**src/rtl/adc_seq_if.sv**
```systemverilog
// Capture-engine handshake and host read port of the ADC sequencer.
// slave = sequencer side, master = capture engine / host side.
interface adc_seq_if;
  logic       conv_start;
  logic       sample_valid;
  logic [7:0] sample;
  logic       rd_req;
  logic       rd_ack;
  logic [7:0] rd_data;

  modport master (input conv_start, rd_ack, rd_data,
                  output sample_valid, sample, rd_req);
  modport slave  (output conv_start, rd_ack, rd_data,
                  input sample_valid, sample, rd_req);
endinterface

```
**src/rtl/adc_seq_ctrl.sv**
```systemverilog
// ADC conversion sequencer: paced conversion requests, 2^n sample averaging,
// 16-entry result FIFO with host read port and sticky overflow/timeout flags.
module adc_seq_ctrl (
  input  logic       adc_clk,
  input  logic       reset,
  input  logic       enable,
  input  logic [7:0] period,
  input  logic [1:0] avg_sel,
  input  logic       clr_flags,
  adc_seq_if.slave   bus,
  output logic [4:0] count,
  output logic       overflow,
  output logic       timeout
);
  typedef enum logic [2:0] {IDLE, WAIT, START, CONV, STORE} state_t;

  state_t      state_q, state_d;
  logic [7:0]  timer_q, timer_d;
  logic [1:0]  avg_q, avg_d;
  logic [10:0] acc_q, acc_d;
  logic [3:0]  scnt_q, scnt_d;
  logic [5:0]  tmo_q, tmo_d;
  logic        to_set;

  logic [7:0]  mem [16];
  logic [3:0]  wptr, rptr;
  logic [7:0]  result;
  logic        do_rd, do_wr, ov_set;

  assign bus.conv_start = (state_q == START);

  always_ff @(posedge adc_clk or posedge reset) begin
    if (reset) begin
      state_q <= IDLE;
      timer_q <= '0;
      avg_q   <= '0;
      acc_q   <= '0;
      scnt_q  <= '0;
      tmo_q   <= '0;
    end else begin
      state_q <= state_d;
      timer_q <= timer_d;
      avg_q   <= avg_d;
      acc_q   <= acc_d;
      scnt_q  <= scnt_d;
      tmo_q   <= tmo_d;
    end
  end

  always_comb begin
    state_d = state_q;
    timer_d = timer_q;
    avg_d   = avg_q;
    acc_d   = acc_q;
    scnt_d  = scnt_q;
    tmo_d   = tmo_q;
    to_set  = 1'b0;
    unique case (state_q)
      IDLE: if (enable) begin
        avg_d  = avg_sel;
        acc_d  = '0;
        scnt_d = '0;
        if (period == 8'd0) state_d = START;
        else begin state_d = WAIT; timer_d = period - 8'd1; end
      end
      WAIT: begin
        if (!enable)              state_d = IDLE;
        else if (timer_q == 8'd0) state_d = START;
        else                      timer_d = timer_q - 8'd1;
      end
      START: begin
        state_d = CONV;
        tmo_d   = '0;
      end
      CONV: begin
        if (bus.sample_valid) begin
          acc_d  = acc_q + {3'b000, bus.sample};
          scnt_d = scnt_q + 4'd1;
          if (scnt_q + 4'd1 == (4'd1 << avg_q)) state_d = STORE;
          else if (!enable)                      state_d = IDLE;
          else if (period == 8'd0)               state_d = START;
          else begin state_d = WAIT; timer_d = period - 8'd1; end
        end else if (tmo_q == 6'd63) begin
          to_set  = 1'b1;
          acc_d   = '0;
          scnt_d  = '0;
          state_d = IDLE;
        end else begin
          tmo_d = tmo_q + 6'd1;
        end
      end
      STORE: begin
        acc_d  = '0;
        scnt_d = '0;
        if (!enable)             state_d = IDLE;
        else if (period == 8'd0) state_d = START;
        else begin state_d = WAIT; timer_d = period - 8'd1; end
      end
      default: state_d = IDLE;
    endcase
  end

  // Averaged result never exceeds 8 bits, so each shift picks an 8-bit window.
  always_comb begin
    unique case (avg_q)
      2'd0: result = acc_q[7:0];
      2'd1: result = acc_q[8:1];
      2'd2: result = acc_q[9:2];
      default: result = acc_q[10:3];
    endcase
  end

  assign do_rd  = bus.rd_req && (count != 5'd0);
  assign do_wr  = (state_q == STORE) && ((count != 5'd16) || do_rd);
  assign ov_set = (state_q == STORE) && (count == 5'd16) && !do_rd;

  always_ff @(posedge adc_clk) begin
    if (do_wr) mem[wptr] <= result;
  end

  always_ff @(posedge adc_clk or posedge reset) begin
    if (reset) begin
      wptr        <= '0;
      rptr        <= '0;
      count       <= '0;
      bus.rd_ack  <= 1'b0;
      bus.rd_data <= '0;
      overflow    <= 1'b0;
      timeout     <= 1'b0;
    end else begin
      bus.rd_ack <= do_rd;
      if (do_rd) begin
        bus.rd_data <= mem[rptr];
        rptr        <= rptr + 4'd1;
      end
      if (do_wr) wptr <= wptr + 4'd1;
      count <= count + {4'd0, do_wr} - {4'd0, do_rd};
      // A set in the same cycle wins over the clear.
      if (ov_set)         overflow <= 1'b1;
      else if (clr_flags) overflow <= 1'b0;
      if (to_set)         timeout  <= 1'b1;
      else if (clr_flags) timeout  <= 1'b0;
    end
  end
endmodule

```
**src/flat_wrapper.sv**
```systemverilog
// flat-port wrapper written by rule: the top's interface ports become plain ports
module adc_seq_ctrl_flat 
  (adc_clk, reset, enable, period, avg_sel, clr_flags, count, overflow, timeout, bus_conv_start, bus_rd_ack, bus_rd_data, bus_sample_valid, bus_sample, bus_rd_req);
  adc_seq_if bus_i ();
  input  logic adc_clk;
  input  logic reset;
  input  logic enable;
  input  logic [7:0] period;
  input  logic [1:0] avg_sel;
  input  logic clr_flags;
  output logic [4:0] count;
  output logic overflow;
  output logic timeout;
  output wire logic [$bits(bus_i.conv_start)-1:0] bus_conv_start;
  output wire logic [$bits(bus_i.rd_ack)-1:0] bus_rd_ack;
  output wire logic [$bits(bus_i.rd_data)-1:0] bus_rd_data;
  input wire logic [$bits(bus_i.sample_valid)-1:0] bus_sample_valid;
  input wire logic [$bits(bus_i.sample)-1:0] bus_sample;
  input wire logic [$bits(bus_i.rd_req)-1:0] bus_rd_req;
  assign bus_conv_start = bus_i.conv_start;
  assign bus_rd_ack = bus_i.rd_ack;
  assign bus_rd_data = bus_i.rd_data;
  assign bus_i.sample_valid = bus_sample_valid;
  assign bus_i.sample = bus_sample;
  assign bus_i.rd_req = bus_rd_req;
  adc_seq_ctrl u_core (.adc_clk(adc_clk), .reset(reset), .enable(enable), .period(period), .avg_sel(avg_sel), .clr_flags(clr_flags), .bus(bus_i), .count(count), .overflow(overflow), .timeout(timeout));
endmodule
```
**config.mk**
```make
export PLATFORM = sky130hd
export DESIGN_NAME = adc_seq_ctrl_flat
export DESIGN_NICKNAME = d
export VERILOG_FILES = /design/src/rtl/adc_seq_if.sv /design/src/rtl/adc_seq_ctrl.sv /design/src/flat_wrapper.sv
export SDC_FILE = /design/constraint.sdc
export NUM_CORES = 1
export LEC_CHECK = 0
export CAP_MARGIN = 20
export CORE_MARGIN = 5
export CORE_UTILIZATION = 54
export DETAILED_ROUTE_END_ITERATION = 10
export PLACE_DENSITY = 0.75
export REMOVE_ABC_BUFFERS = 1
export SYNTH_ARGS = -nofsm -noshare
export SYNTH_HDL_FRONTEND = slang
export SYNTH_SLANG_ARGS = --single-unit
```
**constraint.sdc**
```tcl
create_clock -name adc_clk -period 2.5 [get_ports adc_clk]
set_clock_uncertainty 0.05 [all_clocks]
set_input_delay 0.375 -clock adc_clk [delete_from_list [all_inputs] [get_ports adc_clk]]
set_output_delay 0.375 -clock adc_clk [all_outputs]
set_load 0.02 [all_outputs]
```
* After elaboration in Yosys (flattened, before gate mapping) *
Memory sizes are Yosys's and may differ from the RTL's. A register that Yosys moved wholly into a read port is not among the register bits.
Index checks and enable logic that the tools add are counted.
W data, S select, Z words.

cells by class
  $add $sub $neg = 9
  equality and inequality tests = 19
  shifts and indexed selects = 1
  muxes and demuxes = 36
  reduce and logical (&&, ||, !) cells = 22

operators with widths
  cell                   number
  $mux W8                6
  $pmux W8 S3            2
  $mux W11               3
  $pmux W11 S3           1
  $mux W3                7
  $logic_not A8 Y1       2
  $sub A8 B1 Y8 const B  2
  $pmux W3 S5            1
  $ne A2 B2 Y1 const B   7
  $add A4 B1 Y4 const B  3
  $mux W4                3
  $mux W6                2
  $pmux W4 S3            1
  $pmux W6 S2            1
  $add A11 B8 Y11        1
  $reduce_and A3 Y1      3
  $mux W1                8
  $add A6 B1 Y6 const B  1
  $eq A3 B2 Y1 const B   2
  $eq A6 B6 Y1 const B   1
  $ne A3 B2 Y1 const B   2
  $reduce_bool A2 Y1     3
  $reduce_bool A3 Y1     2
  $add A5 B1 Y5          1
  other kinds (19)       22

word-level totals
  register bits after elaboration = 50
  memory bits (writable) = 128
  input port bits = 24
  output and inout bits = 17
  logic and storage cells = 100
  memories kept = 1

memories
  name        words  width  rd ports  clocked after Yosys merged registers in  wr ports  line                source
  u_core.mem  16     8      1         1                                        1         adc_seq_ctrl.sv:25  logic [7:0] mem [16];

* Longest topological paths before layout *
  depth after elaboration = 6
  mapped depth = 16
  depth with buffers taken out = 15

* Worst setup path before layout *
OpenSTA, ideal clock, no wires.

  path kind = reg-to-reg
  start = register u_core.count[2]
  end = register u_core.count[4]
  library setup time = 125 ps
  data arrival time = 2493 ps
  data required time = 2325 ps
  slack = -168 ps
  cell stages (with the launch flop) = 17
  path buffers = 1
  period minus slack after synthesis = 2668 ps
  cell sequence = dfrtp_1 inv_1 ha_1 nand2_1 o21ai_0 inv_1 clkbuf_1 ha_1 inv_1 ha_1 inv_1 fa_1 inv_1 a21oi_1 nor2_1 nor2_1 xnor2_1

between the ends
  cells in the longest elaborated chain, start to end = 6
  elaborated cells on any way between the ends = 7
  those cells by class = 2 x add/sub; 1 x eq/ne; 4 x reduce/logical

ends and longest elaborated chain
  what                    line                 source
  from (decl)             adc_seq_ctrl.sv:11   output logic [4:0] count,
  from (signal assigned)  adc_seq_ctrl.sv:137  count <= count + {4'd0, do_wr} - {4'd0, do_rd};
  $reduce_bool A5 Y1 *    adc_seq_ctrl.sv:113  assign do_rd = bus.rd_req && (count != 5'd0);
  $logic_and A1 B1 Y1 *   adc_seq_ctrl.sv:113
  named net u_core.do_rd  adc_seq_ctrl.sv:28   logic do_rd, do_wr, ov_set;
  $logic_or A1 B1 Y1      adc_seq_ctrl.sv:114  assign do_wr = (state_q == STORE) && ((count != 5'd16) || do_rd);
  $logic_and A1 B1 Y1     adc_seq_ctrl.sv:114
  $add A5 B1 Y5           adc_seq_ctrl.sv:137
  $sub A5 B1 Y5 *         adc_seq_ctrl.sv:137

The timed path passes the listed nets; every way through them passes the cells marked *.
A chain may end at the register's enable or synchronous reset.

* Worst setup path in the final report *
  start = register u_core.scnt_q[1]
  end = register u_core.timer_q[0]

between the ends
  cells in the longest elaborated chain, start to end = 4

ends and longest elaborated chain
  what                         line                source
  from (decl)                  adc_seq_ctrl.sv:21  logic [3:0] scnt_q, scnt_d;
  from (signal assigned)       adc_seq_ctrl.sv:45  scnt_q <= scnt_d;
  $add A4 B1 Y4                adc_seq_ctrl.sv:79  if (scnt_q + 4'd1 == (4'd1 << avg_q)) state_d = STORE;
  $eq A4 B4 Y1                 adc_seq_ctrl.sv:79
  $ne A2 B2 Y1 (no line)       -
  $reduce_and A5 Y1 (no line)  -
  to (signal assigned)         adc_seq_ctrl.sv:42  timer_q <= timer_d;
  to (decl)                    adc_seq_ctrl.sv:18  logic [7:0] timer_q, timer_d;

No other way between the ends.

==> impl_results.md <==
- RSZ-0062 raised after global routing: true
- Largest net degree at the start of global routing: between 40 and 50
- PwrDens: roughly 1000 nW/um^2
- Ant diodes: 0
- EDFF count, synth: between 100 and 150
- Critical path arrival: approximately 2.7 ns
- CP Class: reg -> reg
- Synth area leader: edfxtp_1
- Delay-heaviest family, CP: simple AND/OR/NAND/NOR gates
- Relative max-transition margin: about three fifths
- Worst-path clk slew: ~0.070 ns
- Layout cell share with drive strength beyond 1: about a quarter
- Fin area: 10200 sq um
- Wire length per cell: about 19 um
- Yosys top cell area share: approximately 45%
- Initial antenna violation count: 0
- Hold buffer count at cts: 0
- Distinct cells, synth: 61
- Worst setup SP type: register
- Crit path cell chain: ha_1 > xor2_1 > or4b_1 > mux2i_1 > nor3_1 > o21ai_2 > mux2_2
- Placed Area: roughly 9500 sq um
- Worst setup EP type: register
- Commonest cells in the netlist: edfxtp_1 (128), dfrtp_1 (58), nand2_1 (58)
- Crit path max-delay cell type: or4b_1
- Maximum capacitance violations: 0
- Initial Util: roughly 55%
- Clock Sinks: between 150 and 200
- Crit Reg-Reg Startpoint: u_core.scnt_q[1]
- Worst Hold Class: in -> async
- Setup TNS: 0 ns
- Filler Cells Inserted: 1050
- DIE HEIGHT: 135 um
- Leakage: approximately 3.8 nW
- H-tree level count: 4
- Total GRT Usage: between 10% and 20%
- Fmax: between 0.4 and 0.5 GHz
- Clk root buf: clkbuf_16
- Final Power: approximately 10 mW
- Via/cell ratio: ~5.7
- Slew Limit Fails: 0
- Cells after synthesis: around 560
- Setup slack, reg-to-reg: between 0.09 and 0.1 ns
- Number of global-route vias before repair: approximately 5300
- Count leader, synth: edfxtp_1
- Area grow syn2layout: 20.1%
- Dpl hpwl: around 11 mm
- Final Wtd Congestion: between 0.8 and 0.9
- Setup Viol. Count Final: 0
- Layout Nets: between 600 and 700
- Worst vdd ir: between 0.7 and 0.8 mV
- Period Utilization, post-route: 96.4%
- Grt ovf: 0
- Actual slew at the worst max-slew pin: 0.598 ns
- Non-filler cells, final: 870
- Die outline width: ~140 um
- Synth Register Bits: around 190
- Most used DFF post-synth: edfxtp_1
- Maximum clock path buffer count: 2
- Core area: around 15000 sq um
- Seq/Total Area, Yosys: 62.5%
- First-pass GRT wire length: 27.3 mm
- Syn. warnings: 0
- Worst Hold Slack: 0.221 ns
- Vias: 4925
- Die area: 18300 sq um
- First-pass DRT Iterations: 4
- CTS tree: done
- Remaining antenna violation count: 0
- Status: complete, no violations
- Min cycle time layout: between 2 and 2.5 ns
- Syn avg cell area: ~15 sq um
- I/O pin cnt: between 40 and 50
- Synth Cell Area: ~8500 sq um
- CP Data Required Time: 2.77 ns
- Initial DRC Count: between 200 and 300
- DRC: 0
- Final Hold Fails: 0
- RR Endpoint: u_core.timer_q[0]
- DP Cell Count: approximately 830
- R2R depth: 7
- Drt total wl: ~16 mm
- CP peak stage delay: between 0.5 and 0.6 ns
- TritonCTS Buffers: 17
- Clk Latency, worst-skew pair: ~0.43 ns
- Critical path buffer and inverter count: 0
- Ys async rst share: between 30% and 40%
- CP Max Fanout: 3
- Site Rows: 45
- Synth area leaders: edfxtp_1 (45%), dfrtp_1 (17%), mux4_2 (13%)
- Port Buf Inserts: 40
-- routing by layer --
| layer | track usage (%) | share of wire [%] | wire, um |
|---|---|---|---|
| met2 | 33.6 | 54 | 8740 |
| met1 | 24.5 | 42 | 6880 |
| met3 | 3.79 | 3.2 | 529 |
| met5 | 0 | 0 | 0 |
| met4 | 5.54 | 1.0 | 169 |
-- timing repair --
action                                  in CTS  in global routing
pin swaps                                    1                  2
resized for setup                            1                 14
endpoints found under the setup margin       2                 45
buffers inserted                             0                  4
-- flip-flops by register name, summed over array words and instances, names as in the netlist, 5 cells and up --
name / cells
u_core.mem: 128
u_core.acc_q: 11
u_core.bus.rd_data: 8
u_core.timer_q: 8
u_core.tmo_q: 6
u_core.count: 5
-- power breakdown --
part	switching [mW]	internal [mW]
Clock	1.18	1.60
Sequential	0.342	3.63
Combinational	1.59	1.70
-- kinds of logic (layout without fill, tap and decap cells) --
kind of cell             Yosys count  count (layout)  share of synthesized area (%)
buffers and inverters             47             142                           2.29
AO/OA/AOI/OAI                     72              72                           5.49
XOR/XNOR                          23              23                           2.38
AND/OR/NAND/NOR                  150             150                           8.98
adder cells (fa/ha/maj)           24              24                           3.72
flip-flops                       186             186                           62.5
multiplexers                      62              62                           14.7
-- worst register-to-register path, cell delays in order (launching register included) --
cell     delay (ns)
dfrtp_1        0.40
ha_1           0.23
xor2_1         0.20
or4b_1         0.52
mux2i_1        0.21
nor3_1         0.10
o21ai_2        0.22
mux2_2         0.35
-- placed cells by master (no fill, tap or decap), types with 8 or more instances in the layout --
cell type / count
nand3_1: 10
and2_1: 19
xnor2_1: 15
ha_1: 20
nand2_1: 58
a21oi_1: 12
mux4_2: 48
edfxtp_1: 128
buf_12: 12
clkbuf_16: 17
inv_1: 21
o21ai_0: 19
buf_4: 33
clkdlybuf4s50_1: 39
nor2_1: 26
xor2_1: 8
dfrtp_1: 55
-- stage by stage --
stage / worst slack (ns) / util [%]
floorplan: -0.760 / -
global placement: -0.152 / 62.1
detailed placement: -0.284 / 62.1
CTS: 0.000874 / 66.1
global route: -0.0694 / 66.5
finish: 0.0912 / 66.5
-- how the worst max path moves through the flow --
stage                     startpoint                end  slack, ns  depth (start not counted)
floorplan            u_core.count[3]    u_core.count[4]      -0.76                         15
global placement       bus_sample[0]   u_core.acc_q[10]      -0.15                         11
detailed placement     bus_sample[0]   u_core.acc_q[10]      -0.28                         11
CTS                  u_core.count[2]    u_core.count[4]     0.0009                         15
global route         u_core.count[3]    u_core.count[4]      -0.07                         15
finish              u_core.scnt_q[1]  u_core.timer_q[0]       0.09                          7
-- cell type report --
type,instances,area (sq um),share of cell area [%]
clock inverters,14,184,1.81
inverters,24,90.1,0.885
clock buffers,18,429,4.21
well taps,211,264,2.59
flip-flops and latches,186,5300,52.0
multi-input cells,331,3010,29.6
repair buffers,86,902,8.86
(Power assumes the default switching activity.)
